<file path="config.mk">
export PLATFORM = sky130hd
export DESIGN_NAME = uart_ctrl
export DESIGN_NICKNAME = d
export VERILOG_FILES = /design/src/rtl/uart_ctrl.sv
export SDC_FILE = /design/constraint.sdc
export NUM_CORES = 1
export LEC_CHECK = 0
export BUFFER_PORTS_ARGS = -buffer_cell sky130_fd_sc_hd__buf_4
export CAP_MARGIN = 30
export CORE_MARGIN = 2
export CORE_UTILIZATION = 60
export CTS_CLUSTER_SIZE = 12
export DETAILED_ROUTE_END_ITERATION = 10
export PLACE_DENSITY_LB_ADDON = 0.3
export SLEW_MARGIN = 20
export SYNTH_ARGS = -nofsm -noshare
export SYNTH_HDL_FRONTEND = slang
export SYNTH_SLANG_ARGS = --single-unit
</file>
<file path="constraint.sdc">
create_clock -name clk -period 3.13 [get_ports clk]
set_clock_uncertainty 0.15 [all_clocks]
set_input_delay 0.1565 -clock clk [delete_from_list [all_inputs] [get_ports clk]]
set_output_delay 0.1565 -clock clk [all_outputs]
set_load 0.05 [all_outputs]
</file>
<file path="src/rtl/uart_ctrl.sv">
`timescale 1ns/1ps
// 8N1 UART with independent TX and RX paths and a receive holding register.
// Define UART_RX_FIFO_EN to replace the holding register with a 4-entry FIFO.
module uart_ctrl #(
    parameter int CLOCK_FREQ = 50_000_000,
    parameter int BAUD_RATE  = 115200
) (
    input  logic       clk,
    input  logic       rst,
    input  logic [7:0] data_in,
    input  logic       data_in_valid,
    output logic       data_in_ready,
    output logic [7:0] data_out,
    output logic       data_out_valid,
    input  logic       data_out_ready,
    input  logic       serial_in,
    output logic       serial_out,
    output logic       rx_frame_err,
    output logic       rx_overrun
);
    localparam int SYMBOL_EDGE_TIME = CLOCK_FREQ / BAUD_RATE;
    localparam int SAMPLE_TIME      = SYMBOL_EDGE_TIME / 2;
    localparam int CW               = $clog2(SYMBOL_EDGE_TIME + 1);
    localparam logic [CW-1:0] SYM_LAST = CW'(SYMBOL_EDGE_TIME - 1);
    localparam logic [CW-1:0] SMP_LAST = CW'(SAMPLE_TIME - 1);

    typedef enum logic {TX_IDLE, TX_SEND} tx_state_e;
    typedef enum logic [1:0] {RX_IDLE, RX_START, RX_DATA, RX_STOP} rx_state_e;

    tx_state_e     tx_state_q, tx_state_d;
    logic [9:0]    tx_shift_q, tx_shift_d;
    logic [3:0]    tx_bit_q, tx_bit_d;
    logic [CW-1:0] tx_cnt_q, tx_cnt_d;

    always_comb begin
        tx_state_d = tx_state_q;
        tx_shift_d = tx_shift_q;
        tx_bit_d   = tx_bit_q;
        tx_cnt_d   = tx_cnt_q;
        case (tx_state_q)
            TX_IDLE: begin
                if (data_in_valid) begin
                    tx_shift_d = {1'b1, data_in, 1'b0};
                    tx_bit_d   = '0;
                    tx_cnt_d   = '0;
                    tx_state_d = TX_SEND;
                end
            end
            TX_SEND: begin
                if (tx_cnt_q == SYM_LAST) begin
                    tx_cnt_d = '0;
                    if (tx_bit_q == 4'd9) begin
                        tx_state_d = TX_IDLE;
                    end else begin
                        tx_shift_d = {1'b1, tx_shift_q[9:1]};
                        tx_bit_d   = tx_bit_q + 4'd1;
                    end
                end else begin
                    tx_cnt_d = tx_cnt_q + 1'b1;
                end
            end
            default: tx_state_d = TX_IDLE;
        endcase
    end

    always_ff @(posedge clk or negedge rst) begin
        if (!rst) begin
            tx_state_q <= TX_IDLE;
            tx_shift_q <= '1;
            tx_bit_q   <= '0;
            tx_cnt_q   <= '0;
        end else begin
            tx_state_q <= tx_state_d;
            tx_shift_q <= tx_shift_d;
            tx_bit_q   <= tx_bit_d;
            tx_cnt_q   <= tx_cnt_d;
        end
    end

    assign data_in_ready = (tx_state_q == TX_IDLE);
    assign serial_out    = (tx_state_q == TX_IDLE) ? 1'b1 : tx_shift_q[0];

    logic          sync1_q, sync2_q;
    rx_state_e     rx_state_q, rx_state_d;
    logic [7:0]    rx_shift_q, rx_shift_d;
    logic [2:0]    rx_bit_q, rx_bit_d;
    logic [CW-1:0] rx_cnt_q, rx_cnt_d;
    logic          deliver;
    logic          frame_err_d, frame_err_q;
    logic          overrun_d, overrun_q;

    // Every RX decision uses the synchronized line, never serial_in directly.
    always_comb begin
        rx_state_d  = rx_state_q;
        rx_shift_d  = rx_shift_q;
        rx_bit_d    = rx_bit_q;
        rx_cnt_d    = rx_cnt_q;
        deliver     = 1'b0;
        frame_err_d = 1'b0;
        case (rx_state_q)
            RX_IDLE: begin
                if (!sync2_q) begin
                    rx_cnt_d   = '0;
                    rx_state_d = RX_START;
                end
            end
            RX_START: begin
                if (rx_cnt_q == SMP_LAST) begin
                    rx_cnt_d   = '0;
                    rx_bit_d   = '0;
                    rx_state_d = sync2_q ? RX_IDLE : RX_DATA;
                end else begin
                    rx_cnt_d = rx_cnt_q + 1'b1;
                end
            end
            RX_DATA: begin
                if (rx_cnt_q == SYM_LAST) begin
                    rx_cnt_d   = '0;
                    rx_shift_d = {sync2_q, rx_shift_q[7:1]};
                    rx_bit_d   = rx_bit_q + 3'd1;
                    if (rx_bit_q == 3'd7) rx_state_d = RX_STOP;
                end else begin
                    rx_cnt_d = rx_cnt_q + 1'b1;
                end
            end
            RX_STOP: begin
                if (rx_cnt_q == SYM_LAST) begin
                    rx_cnt_d    = '0;
                    rx_state_d  = RX_IDLE;
                    deliver     = sync2_q;
                    frame_err_d = !sync2_q;
                end else begin
                    rx_cnt_d = rx_cnt_q + 1'b1;
                end
            end
            default: rx_state_d = RX_IDLE;
        endcase
    end

    always_ff @(posedge clk or negedge rst) begin
        if (!rst) begin
            sync1_q     <= 1'b1;
            sync2_q     <= 1'b1;
            rx_state_q  <= RX_IDLE;
            rx_shift_q  <= '0;
            rx_bit_q    <= '0;
            rx_cnt_q    <= '0;
            frame_err_q <= 1'b0;
            overrun_q   <= 1'b0;
        end else begin
            sync1_q     <= serial_in;
            sync2_q     <= sync1_q;
            rx_state_q  <= rx_state_d;
            rx_shift_q  <= rx_shift_d;
            rx_bit_q    <= rx_bit_d;
            rx_cnt_q    <= rx_cnt_d;
            frame_err_q <= frame_err_d;
            overrun_q   <= overrun_d;
        end
    end

    assign rx_frame_err = frame_err_q;
    assign rx_overrun   = overrun_q;

`ifdef UART_RX_FIFO_EN
    logic [3:0][7:0] fifo_q, fifo_d;
    logic [1:0]      wr_q, wr_d, rd_q, rd_d;
    logic [2:0]      count_q, count_d;
    logic            pop, push;

    always_comb begin
        pop       = (count_q != 3'd0) && data_out_ready;
        push      = deliver && ((count_q != 3'd4) || pop);
        overrun_d = deliver && !push;
        fifo_d    = fifo_q;
        if (push) fifo_d[wr_q] = rx_shift_q;
        wr_d    = wr_q + {1'b0, push};
        rd_d    = rd_q + {1'b0, pop};
        count_d = count_q + {2'b0, push} - {2'b0, pop};
    end

    always_ff @(posedge clk or negedge rst) begin
        if (!rst) begin
            fifo_q  <= '0;
            wr_q    <= '0;
            rd_q    <= '0;
            count_q <= '0;
        end else begin
            fifo_q  <= fifo_d;
            wr_q    <= wr_d;
            rd_q    <= rd_d;
            count_q <= count_d;
        end
    end

    assign data_out       = fifo_q[rd_q];
    assign data_out_valid = (count_q != 3'd0);
`else
    logic [7:0] hold_q, hold_d;
    logic       full_q, full_d;
    logic       pop, push;

    // A same-cycle pop frees the register for the incoming byte.
    always_comb begin
        pop       = full_q && data_out_ready;
        push      = deliver && (!full_q || pop);
        overrun_d = deliver && !push;
        hold_d    = push ? rx_shift_q : hold_q;
        full_d    = push ? 1'b1 : (pop ? 1'b0 : full_q);
    end

    always_ff @(posedge clk or negedge rst) begin
        if (!rst) begin
            hold_q <= '0;
            full_q <= 1'b0;
        end else begin
            hold_q <= hold_d;
            full_q <= full_d;
        end
    end

    assign data_out       = hold_q;
    assign data_out_valid = full_q;
`endif
endmodule

</file>
# ---- Word-level counts from Yosys, hierarchy flattened
# Index checks and enable logic that the tools add are counted.
dict set report totals {
  reg_bits 59
  latchBits 0
  mem_bits_rw 0
  romBits 0
  in_bits 13
  output_inout_bits 13
  word_cells 86
  mem_count 0
}
dict set report classes {
  n_addsub 4
  multipliers 0
  div_mod_pow 0
  magnitude_cmp 0
  eq_ne 16
  shift 0
  muxes 36
  n_bitwise 1
  n_reduce_logical 15
}
# op n
set op_table {}
lappend op_table {{two-way mux 9 bit} 5}
lappend op_table {{two-way mux 10 bit} 3}
lappend op_table {{one-hot mux 9 bit (3 select lines)} 1}
lappend op_table {{one-hot mux 10 bit (2 select lines)} 1}
lappend op_table {{adder 9 x 1 -> 9 bit, second input constant} 2}
lappend op_table {{equality test 9 bit, second input constant} 2}
lappend op_table {{one-hot mux 9 bit (2 select lines)} 1}
lappend op_table {{inequality test 2 bit, second input constant} 7}
lappend op_table {{two-way mux 2 bit} 6}
lappend op_table {{two-way mux 4 bit} 3}
lappend op_table {{two-way mux 1 bit} 10}
lappend op_table {{equality test 9 x 8 -> 1 bit, second input constant} 1}
lappend op_table {{one-hot mux 2 bit (4 select lines)} 1}
lappend op_table {{one-hot mux 4 bit (2 select lines)} 1}
lappend op_table {{two-way mux 3 bit} 2}
lappend op_table {{one-hot mux 3 bit (2 select lines)} 1}
lappend op_table {{AND reduction 3 bit} 2}
lappend op_table {{AND reduction 5 bit} 1}
lappend op_table {{adder 4 x 1 -> 4 bit, second input constant} 1}
lappend op_table {{equality test 2 bit, second input constant} 2}
lappend op_table {{equality test 4 bit, second input constant} 1}
lappend op_table {{nonzero test 2 bit} 2}
lappend op_table {{adder 3 x 1 -> 3 bit, second input constant} 1}
lappend op_table {{equality test 3 bit, second input constant} 1}
lappend op_table {{10 further kinds} 14}

# ---- Depth between registers and ports, before layout
# Gate-level depths: netlist of the first run.
dict set report logic_depth {
  ltp_word 6
  ltp_mapped 8
}

# ---- Least setup slack after synthesis of the first run
# OpenSTA, ideal clock, no wires.
dict set report synth_timing {
  path_kind {register to register}
  startpoint {reg rx_cnt_q[1]}
  endpoint {reg hold_q[0] (netlist: data_out[0])}
  arrival_time_ns 1.647
  required_time_ns 2.855
  slack_ns 1.208
  path_stages_with_launch 7
  synth_period_minus_slack_ns 1.922
  cell_sequence {dfrtp_1 > inv_1 > ha_1 > and4bb_4 > nand2_4 > nor3b_4 > mux2_2}
}
dict set report synth_between {
  elab_chain_len 4
}
# item line
set synth_rtl {}
lappend synth_rtl {{start: declaration} 87} ;# logic [CW-1:0] rx_cnt_q, rx_cnt_d;
lappend synth_rtl {{start signal: assignment} 156} ;# rx_cnt_q <= rx_cnt_d;
lappend synth_rtl {{equality test 9 bit} 127} ;# if (rx_cnt_q == SYM_LAST) begin
lappend synth_rtl {{two-way mux 1 bit} 127}
lappend synth_rtl {{two-way mux 1 bit} 100} ;# case (rx_state_q)
lappend synth_rtl {{logical AND 1 bit} 206} ;# push = deliver && (!full_q || pop);
lappend synth_rtl {{end signal: assignment} 217} ;# hold_q <= hold_d;
lappend synth_rtl {{end: declaration} 199} ;# logic [7:0] hold_q, hold_d;
# Every way passes these cells.
# A chain may end at the register's enable or synchronous reset.

# ---- Worst setup path after layout of the first run
dict set report layout_timing {
  startpoint {reg rx_cnt_q[1]}
  endpoint {reg rx_bit_q[2]}
}
dict set report layout_between {
  elab_chain_len 3
  elab_cells_between_ends 5
  classes_between {4 x eq/ne; 1 x reduce/logical}
}
# item line
set layout_rtl {}
lappend layout_rtl {{equality test 9 bit / equality test 9 x 8 -> 1 bit (equally long branches)} {117, 108}}
lappend layout_rtl {{inequality test 2 bit (no line)} -}
lappend layout_rtl {{AND reduction 3 bit (no line) (*)} -}
lappend layout_rtl {{end signal: assignment} 155} ;# rx_bit_q <= rx_bit_d;
lappend layout_rtl {{end: declaration} 86} ;# logic [2:0] rx_bit_q, rx_bit_d;
# Every way passes the cells marked *; elsewhere a longest branch is shown, timed or not.

==> metrics.cfg, run 1 <==
[detailed_routing]
postRouteWirelength_um = 5640
postRouteAntennaNets = 0
routed_via_density = 5.85
dr_total_vias = 2124
drcViolationCount = 0
wire_per_inst_um = 15.5
drtPass1Iterations = 4
dr.first_iter.drc_count = 157

[finish]
layout_common_cells = dfrtp_1, nand2_1, buf_4
number_of_nets_in_the_layout = 326
stdcell_area_mm2 = 0.00342
syn_to_final_growth_pct = 20.4
seqCellArea_mm2 = 0.00147
num-fill-cells = 315
n_antenna_cell = 0
layout_cells_sized_above_1_pct = 26.9
combined_area_of_the_multi_input_logic_cells_mm2 = 0.00130
mostFrequentLayoutCell = dfrtp_1

[logic_synthesis]
synth_warnings = 0
synth_area_per_cell_um2 = 10.9
synthFlopType = dfrtp_1
synth_area_mm2 = 0.00284
ys_seq_elements = 58
synthesis.instances = 261
ys_seq_area_share_pct = 51.6
synth.net_count = 283
ffs_w_async_s_r_synth_pct = 100
netlist-cell-type-count = 47
synth-edff-count = 0

[floorplanning]
die_w_um = 72.8
floorplan.die_area_mm2 = 0.00530
die_height_um = 72.8
effective_utilization_at_floorplan_pct = 61.4
core_area_mm2 = 0.00463
floorplan.rows = 25
top_level_ports = 26

[clock_network]
maximum_buffer_depth_of_the_clock_tree = 2
cts.root.buffer_cell = clkbuf_8
cts.sinks = 58
post_cts_resize_count = 0
cts.hold.buffers_added = 12
tritoncts_clock_tree = done
cts_inserted_buffers = 9
cts_h_tree_lvls = 3
cts_post_setup_buffers_inserted = 0
worstSkewPairLatency_ns = 0.35
clkTransAtPathRegs_ns = 0.07

[outcome]
status = finished clean

[worst_setup_path]
crit_required_ns = 3.22
worst-path-buf-inv = 1
crit_path_max_delay_cell_type = dfrtp_1
timing.critical_path.arrival_ns = 2.22
cells_traversed_along_the_worst_timing_path = inv_1 > ha_1 > and4bb_4 > nand4b_2 > mux2_2 > a32o_1
critPathLaunchType = register
worstPathMaxFanout = 15
worstSetupEndpointType = register
crit_type = reg -> reg
critPathMaxStageDelay_ns = 0.41
crit_family = simple AND/OR/NAND/NOR gates

[timing]
grt_setup_unrepaired = false
max_slew_violation_count = 0
tightest_slew_ns = 0.726
timing.slew.headroom_pct = 51.6
max_freq_mhz = 469
period_needed_ns = 2.13
finalSetupTns_ns = 0
final-setup-viol-count = 0
count_of_endpoints_failing_hold_in_the_final_timing_report = 0
final.period_utilization_pct = 68.1

[power_and_ir_drop]
worst_ir_drop_vdd_v = 0.000422
cellLeakagePower_nw = 1.67
power-per-cell-area_mw_per_mm2 = 619

[place]
sum_of_net_half_perimeters_after_detailed_placement_um = 3600
port_buffers = 25
placedInstanceArea_mm2 = 0.00307
globalplace.congestion = 0.880

[flow_run]
max_cap_viol_count = 0

[grt]
global_route_wire_length_before_repair_um = 9560
number_of_antenna_violations_at_the_first_check_in_global_routing = 0
globalRoute.totalOverflow = 0
largest_net_degree_at_the_start_of_global_routing = 59
grt_pass1_vias = 2073
grt_util_all_layers_pct = 24.1

[min_path]
worst_hold_path_type = in -> reg

[through the flow]
step	total power [mW]	hold WS [ns]	setup slack (ns)	util [%]	instances
3_3_place_gp	1.30	0.104	1.06	66.3	334
6_report	2.12	0.0307	0.998	73.9	363
5_1_grt	2.24	0.0501	0.843	73.9	363
2_1_floorplan	1.22	-0.289	1.21	-	261
3_5_place_dp	1.33	0.108	0.991	66.3	334
4_1_cts	2.13	0.0298	0.979	73.8	362
[cell families after synthesis]
group                    share of synthesized area, %
AND/OR/NAND/NOR                                  18.0
flip-flops                                       51.6
AO/OA/AOI/OAI                                    13.0
multiplexers                                     10.6
buffers and inverters                            2.60
adder cells (fa/ha/maj)                          3.96
XOR/XNOR                                        0.308
[worst min-delay path: cells and delay by family]
kind | cells | cell delay [ns]
AOI/OAI and AO/OA | 1 | 0.14
muxes | 1 | 0.07
buffers and inverters | 1 | 0.11
[state kept, by name, indices dropped and copies added, names as in the netlist, named ones only]
register,flops
data_out,8
data_out_valid,1
rx_bit_q,3
rx_cnt_q,9
rx_frame_err,1
rx_overrun,1
rx_shift_q,8
rx_state_q,1
sync1_q,1
sync2_q,1
tx_bit_q,4
tx_cnt_q,9
tx_shift_q,9
tx_state_q,1
[final cells by class]
class,count,share of cell area [%]
Multi-Input combinational cell,185,38.0
Inverter,11,1.21
Tap cell,54,1.98
Sequential cell,58,42.8
Clock buffer,9,3.62
Timing Repair Buffer,39,9.36
Clock inverter,7,2.96
[worst paths after layout]
kind	start	endpoint	slack, ns	cells after the start
max reg2reg	rx_cnt_q[1]	rx_bit_q[2]	1.0	6
max	rx_cnt_q[1]	rx_bit_q[2]	1.0	6
min reg2reg	sync1_q	sync2_q	0.22	0
max in group asynchronous	rst	rx_shift_q[7]	2.11	2
min	data_in_valid	tx_cnt_q[3]	0.03	3
min in group asynchronous	rst	rx_cnt_q[5]	0.25	2
[synth_stat cells, types with 2 or more instances]
master    instances  area [um2]
o22a_1            2        17.5
inv_1            11        41.3
and2_1            2        12.5
o211ai_1          3        22.5
o31ai_1           3        22.5
nand3_1           9        45.0
nor2b_1           4        25.0
ha_1              9         113
and4bb_2          2        25.0
dfrtp_1          47        1180
nand4_1           3        18.8
nand2_1          35         131
o21a_1            4        30.0
dfstp_2          11         289
o21ai_0          19        95.1
a21o_1            2        15.0
mux2_2           17         191
o22ai_1           9        56.3
nor2_1            9        33.8
a21oi_1           6        30.0
nand2b_1          3        18.8
buf_2             5        25.0
a22o_1            2        17.5
and4b_1           2        20.0
mux2i_1          11         110
or3_1             2        12.5
nor3_1            9        45.0
[where the power goes]
group	total (mW)	internal [mW]	switching, mW
Combinational	0.307	0.148	0.159
Clock	0.789	0.453	0.336
Sequential	1.02	0.901	0.121
Total	2.12	1.50	0.617
[metal layers]
layer  vias to the layer above  part of all wire, %  track usage [%]
met5                         -                    0                0
met4                         0                  2.8             15.0
met3                        13                  3.6             5.94
met2                        50                   50             38.5
met1                      1035                   44             29.2
li1                       1026                    -                -
Note: power is estimated with default switching activity, not from simulation.
==> run 2, diff against run 1 <==
--- a/config.mk
+++ b/config.mk
@@ -8,7 +8,7 @@
 export BUFFER_PORTS_ARGS = -buffer_cell sky130_fd_sc_hd__buf_4
 export CAP_MARGIN = 30
 export CORE_MARGIN = 2
-export CORE_UTILIZATION = 60
+export CORE_UTILIZATION = 59
 export CTS_CLUSTER_SIZE = 12
 export DETAILED_ROUTE_END_ITERATION = 10
 export PLACE_DENSITY_LB_ADDON = 0.3
==> constraint.sdc (replaced) <==
create_clock -name clk -period 2.1 [get_ports clk]
set_clock_uncertainty 0.15 [all_clocks]
set_input_delay 0.105 -clock clk [delete_from_list [all_inputs] [get_ports clk]]
set_output_delay 0.105 -clock clk [all_outputs]
set_load 0.05 [all_outputs]
==> run 2 against run 1 <==
Net effect: cell area is 0.48% higher; sequential share of layout area is 0.20 points lower; largest power group unchanged; routed wire length is 4.9% lower; first-iteration DRC count is 8.9% lower; global-route usage is 1.1 points lower; register-to-register slack worse by 0.89 ns; cell count is 1.7% higher; worst hold slack better by 0.19 ns; via count hardly changed.
==> metrics.cfg, run 2 (same netlist as run 1, synthesis figures left out) <==
[outcome]
status = finished clean

[worst_setup_path]
crit_type = reg -> reg
crit_start = rx_cnt_q[1]
timing.critical_path.arrival_ns = 2.07
critPathLaunchType = register
cells_traversed_along_the_worst_timing_path = inv_1 > ha_1 > and4bb_4 > nand2_4 > nor3b_4 > buf_12 > mux2_2
worstSetupEndpointType = register
worstPathMaxFanout = 8
crit_path_max_delay_cell_type = dfrtp_1
timing.rr.start = rx_cnt_q[1]
crit_required_ns = 2.17
critPathMaxStageDelay_ns = 0.41
worst-path-buf-inv = 2
crit_family = simple AND/OR/NAND/NOR gates

[detailed_routing]
routed_via_density = 5.75
drcViolationCount = 0
dr.first_iter.drc_count = 143
drtPass1Iterations = 4
postRouteAntennaNets = 0
postRouteWirelength_um = 5360
dr_total_vias = 2123
wire_per_inst_um = 14.5

[floorplanning]
core_area_mm2 = 0.00469
die_w_um = 73.4
top_level_ports = 26
effective_utilization_at_floorplan_pct = 60.5
floorplan.rows = 25
die_height_um = 73.4
floorplan.die_area_mm2 = 0.00538

[clock_network]
tritoncts_clock_tree = done
cts.root.buffer_cell = clkbuf_8
cts_h_tree_lvls = 3
cts.sinks = 58
cts_post_setup_buffers_inserted = 0
clkTransAtPathRegs_ns = 0.07
maximum_buffer_depth_of_the_clock_tree = 2
post_cts_resize_count = 0
cts_inserted_buffers = 9
worstSkewPairLatency_ns = 0.34

[grt]
globalRoute.totalOverflow = 0
grt_util_all_layers_pct = 23.0
largest_net_degree_at_the_start_of_global_routing = 59
global_route_wire_length_before_repair_um = 9420
grt_pass1_vias = 2035
number_of_antenna_violations_at_the_first_check_in_global_routing = 0

[timing]
final-setup-viol-count = 0
period_needed_ns = 2.00
final.period_utilization_pct = 95.0
timing.slew.headroom_pct = 53.8
layout_setup_ws_ns = 0.104
grt_setup_unrepaired = false
finalSetupTns_ns = 0
tightest_slew_ns = 0.693
count_of_endpoints_failing_hold_in_the_final_timing_report = 0
max_freq_mhz = 501
finalHoldWorstSlack_ns = 0.217
max_slew_violation_count = 0

[finish]
n_antenna_cell = 0
finish.utilization_pct = 73.3
layout_common_cells = dfrtp_1, nand2_1, buf_4
mostFrequentLayoutCell = dfrtp_1
layout_cells_sized_above_1_pct = 27.9
top_regs = rx_cnt_q: 9 flops, tx_cnt_q: 9 flops, tx_shift_q: 9 flops
syn_to_final_growth_pct = 21.0
number_of_nets_in_the_layout = 332

[min_path]
worst_hold_path_type = reg -> reg
hp-start = sync1_q

[power_and_ir_drop]
total_power_mw = 2.93
worst_ir_drop_vdd_v = 0.000619
power-per-cell-area_mw_per_mm2 = 851
cellLeakagePower_nw = 1.68

[place]
sum_of_net_half_perimeters_after_detailed_placement_um = 3370
globalplace.congestion = 0.903
dp_slack_ns = 0.0950
port_buffers = 25

[flow_run]
max_cap_viol_count = 0

-- run 2: cell count changes in the layout (fill, tap and decap cells not counted) --
cell | previous run | this run
bufinv_16 | 2 | 0
clkbuf_8 | 9 | 10
clkinv_2 | 0 | 2
buf_2 | 1 | 0
clkinvlp_4 | 2 | 3
buf_4 | 26 | 31
clkinv_4 | 2 | 0
buf_12 | 0 | 1
dlygate4sd3_1 | 12 | 13
-- run 2: worst reg2reg max path: stages (launching register included) --
cell and delay [ns]:
dfrtp_1 0.41, inv_1 0.09, ha_1 0.15, and4bb_4 0.28
nand2_4 0.09, nor3b_4 0.24, buf_12 0.15, mux2_2 0.33
-- run 2: repair_timing --
item | CTS | global route
hold buffers | 13 | 0
hold endpoints to repair | 61 | 0
setup endpoints to repair | 0 | 0
-- run 2: final timing paths --
kind                                     to  slack (ns)  depth (start not counted)
worst max-delay path            data_out[5]        0.10                          7
worst min-delay path                sync2_q        0.22                          0
worst max register to register  data_out[5]        0.10                          7
worst min register to register      sync2_q        0.22                          0
max in group asynchronous       tx_cnt_q[3]        1.12                          2
min in group asynchronous       rx_cnt_q[3]        0.23                          2
-- run 2: layout make-up --
cell class / count / area [um2]
Inverter: 11 / 41.3
Clock inverter: 6 / 41.3
Fill cell: 337 / 1250
Clock buffer: 10 / 138
Timing Repair Buffer: 45 / 383
Multi-Input combinational cell: 185 / 1300
Sequential cell: 58 / 1470
Tap cell: 54 / 67.6
-- run 2: power by group --
part	internal, mW	switching, mW	leakage, nW
clock network	0.459	0.474	0.0847
registers	1.34	0.176	0.727
logic	0.226	0.249	0.867
total	2.03	0.899	1.68
-- run 2: per-layer routing --
metal / vias up / global-route usage [%] / part of all wire (%)
met3: 4 / 6.86 / 4.1
li1: 1036 / - / -
met5: - / 0 / 0
met2: 53 / 35.4 / 49
met1: 1030 / 30.8 / 46
met4: 0 / 8.48 / 0.84
-- run 2: through the flow --
step,cells,cell area (um2)
floorplan,261,2840
detailed placement,340,3130
CTS,369,3440
global placement,340,3130
global route,369,3440
finish,369,3440
==> run 3, diff against run 2 <==
--- a/config.mk
+++ b/config.mk
@@ -7,10 +7,13 @@
 export LEC_CHECK = 0
 export BUFFER_PORTS_ARGS = -buffer_cell sky130_fd_sc_hd__buf_4
 export CAP_MARGIN = 30
+export CELL_PAD_IN_SITES_DETAIL_PLACEMENT = 0
+export CELL_PAD_IN_SITES_GLOBAL_PLACEMENT = 1
 export CORE_MARGIN = 2
-export CORE_UTILIZATION = 59
+export CORE_UTILIZATION = 47
 export CTS_CLUSTER_SIZE = 12
 export DETAILED_ROUTE_END_ITERATION = 10
+export HOLD_SLACK_MARGIN = 0.12
 export PLACE_DENSITY_LB_ADDON = 0.3
 export SLEW_MARGIN = 20
 export SYNTH_ARGS = -nofsm -noshare
==> run 3 against run 2 <==
Net effect: sequential share of layout area down 0.85 points; clock power up 24%; power up 6.5%; cell count up 6.0%; die area up 24%; combinational power down 4.8%; non-clock buffer count up 1.
==> metrics.cfg, run 3 (same netlist as run 1, synthesis figures left out) <==
[worst_setup_path]
crit_path_max_delay_cell_type = dfrtp_1
cells_traversed_along_the_worst_timing_path = inv_1 > ha_1 > and4bb_4 > nand2_4 > nor3b_4 > buf_4 > mux2_2
critical_path_cell_count = 7
crit_type = reg -> reg
worstPathMaxFanout = 8
worstSetupEndpointType = register
critPathLaunchType = register
critPathMaxStageDelay_ns = 0.41
ff2ff_path_depth = 7
worst-path-buf-inv = 2
timing.critical_path.arrival_ns = 2.06
crit_required_ns = 2.18
crit_family = simple AND/OR/NAND/NOR gates

[grt]
largest_net_degree_at_the_start_of_global_routing = 59
grt_pass1_vias = 1930
number_of_antenna_violations_at_the_first_check_in_global_routing = 0
globalRoute.totalOverflow = 0
grt_util_all_layers_pct = 17.9
global_route_wire_length_before_repair_um = 8910

[flow_run]
max_cap_viol_count = 0

[finish]
layout_common_cells = dfrtp_1, nand2_1, buf_4
number_of_nets_in_the_layout = 333
mostFrequentLayoutCell = dfrtp_1
syn_to_final_growth_pct = 23.5
layout_cells_sized_above_1_pct = 28.2
top_regs = rx_cnt_q: 9 flops, tx_cnt_q: 9 flops, tx_shift_q: 9 flops
final_cell_count_no_fill = 391
n_antenna_cell = 0

[detailed_routing]
postRouteWirelength_um = 5240
routed_via_density = 5.23
wire_per_inst_um = 13.4
dr_total_vias = 2046
drtPass1Iterations = 4
drcViolationCount = 0
dr.first_iter.drc_count = 98
postRouteAntennaNets = 0

[place]
globalplace.congestion = 0.800
dp.cells = 362
port_buffers = 25
dp_slack_ns = 0.111
sum_of_net_half_perimeters_after_detailed_placement_um = 3400

[timing]
layout_setup_ws_ns = 0.118
final.period_utilization_pct = 94.4
count_of_endpoints_failing_hold_in_the_final_timing_report = 0
finalSetupTns_ns = 0
final-setup-viol-count = 0
max_freq_mhz = 505
tightest_slew_ns = 0.704
grt_setup_unrepaired = false
timing.slew.headroom_pct = 53.1
max_slew_violation_count = 0
period_needed_ns = 1.98

[clock_network]
tritoncts_clock_tree = done
post_cts_resize_count = 0
cts.sinks = 58
maximum_buffer_depth_of_the_clock_tree = 2
clkTransAtPathRegs_ns = 0.07
cts.root.buffer_cell = clkbuf_8
cts_h_tree_lvls = 3
worstSkewPairLatency_ns = 0.34
cts_inserted_buffers = 9

[floorplanning]
die_w_um = 81.7
floorplan.rows = 28
top_level_ports = 26
core_area_mm2 = 0.00589
floorplan.die_area_mm2 = 0.00668
die_height_um = 81.7
effective_utilization_at_floorplan_pct = 48.3

[power_and_ir_drop]
cellLeakagePower_nw = 1.71
total_power_mw = 3.12
worst_ir_drop_vdd_v = 0.000548
power-per-cell-area_mw_per_mm2 = 889

[outcome]
status = finished clean

[min_path]
worst_hold_path_type = in -> async

-- run 3: worst register-to-register path: cells and delay by family, from the launching register on --
kind / cells / cell delay [ns]
adder cells (fa/ha/maj): 1 / 0.14
AND/OR/NAND/NOR: 3 / 0.54
buffers and inverters: 2 / 0.28
flip-flops: 1 / 0.41
multiplexers: 1 / 0.35
-- run 3: area by class of cell --
cell class                 count  area (um2)
clock buffer                   9         124
inverter                      11        41.3
timing repair buffer          46         378
fill                         518        2380
clock inverter                 7         104
sequential                    58        1470
tap                           75        93.8
multi-input combinational    185        1300
-- run 3: power by group --
group	switching [mW]	internal, mW
clock	0.480	0.677
combinational	0.227	0.224
sequential	0.166	1.34
-- run 3: what timing repair did --
action                    CTS  global route
setup buffers               0             0
hold buffers               13             0
hold endpoints to repair   80             0
-- run 3: per-stage QoR --
stage	area, um2	hold WS (ns)	util [%]
after floorplan	2840	-0.341	-
after global placement	3150	0.0602	53.5
after detailed placement	3150	0.0692	53.5
after CTS	3510	0.207	59.6
after global routing	3510	0.210	59.6
final	3510	0.206	59.6
-- run 3: final timing paths --
| check | from | to | slack, ns |
|---|---|---|---|
| max | rx_cnt_q[1] | data_out[4] | 0.12 |
| max in group asynchronous | rst | rx_shift_q[1] | 1.13 |
| min | rst | rx_cnt_q[5] | 0.21 |
| min in group clk | sync1_q | sync2_q | 0.21 |
| max reg2reg | rx_cnt_q[1] | data_out[4] | 0.12 |
| min reg2reg | sync1_q | sync2_q | 0.21 |
-- run 3: per-layer routing --
layer	share of wire [%]	up-vias	GRT usage, %
met5	0	-	0
met4	1.7	0	10.7
met3	2.8	8	4.51
met2	46	29	27.2
met1	49	969	23.1
li1	-	1040	-
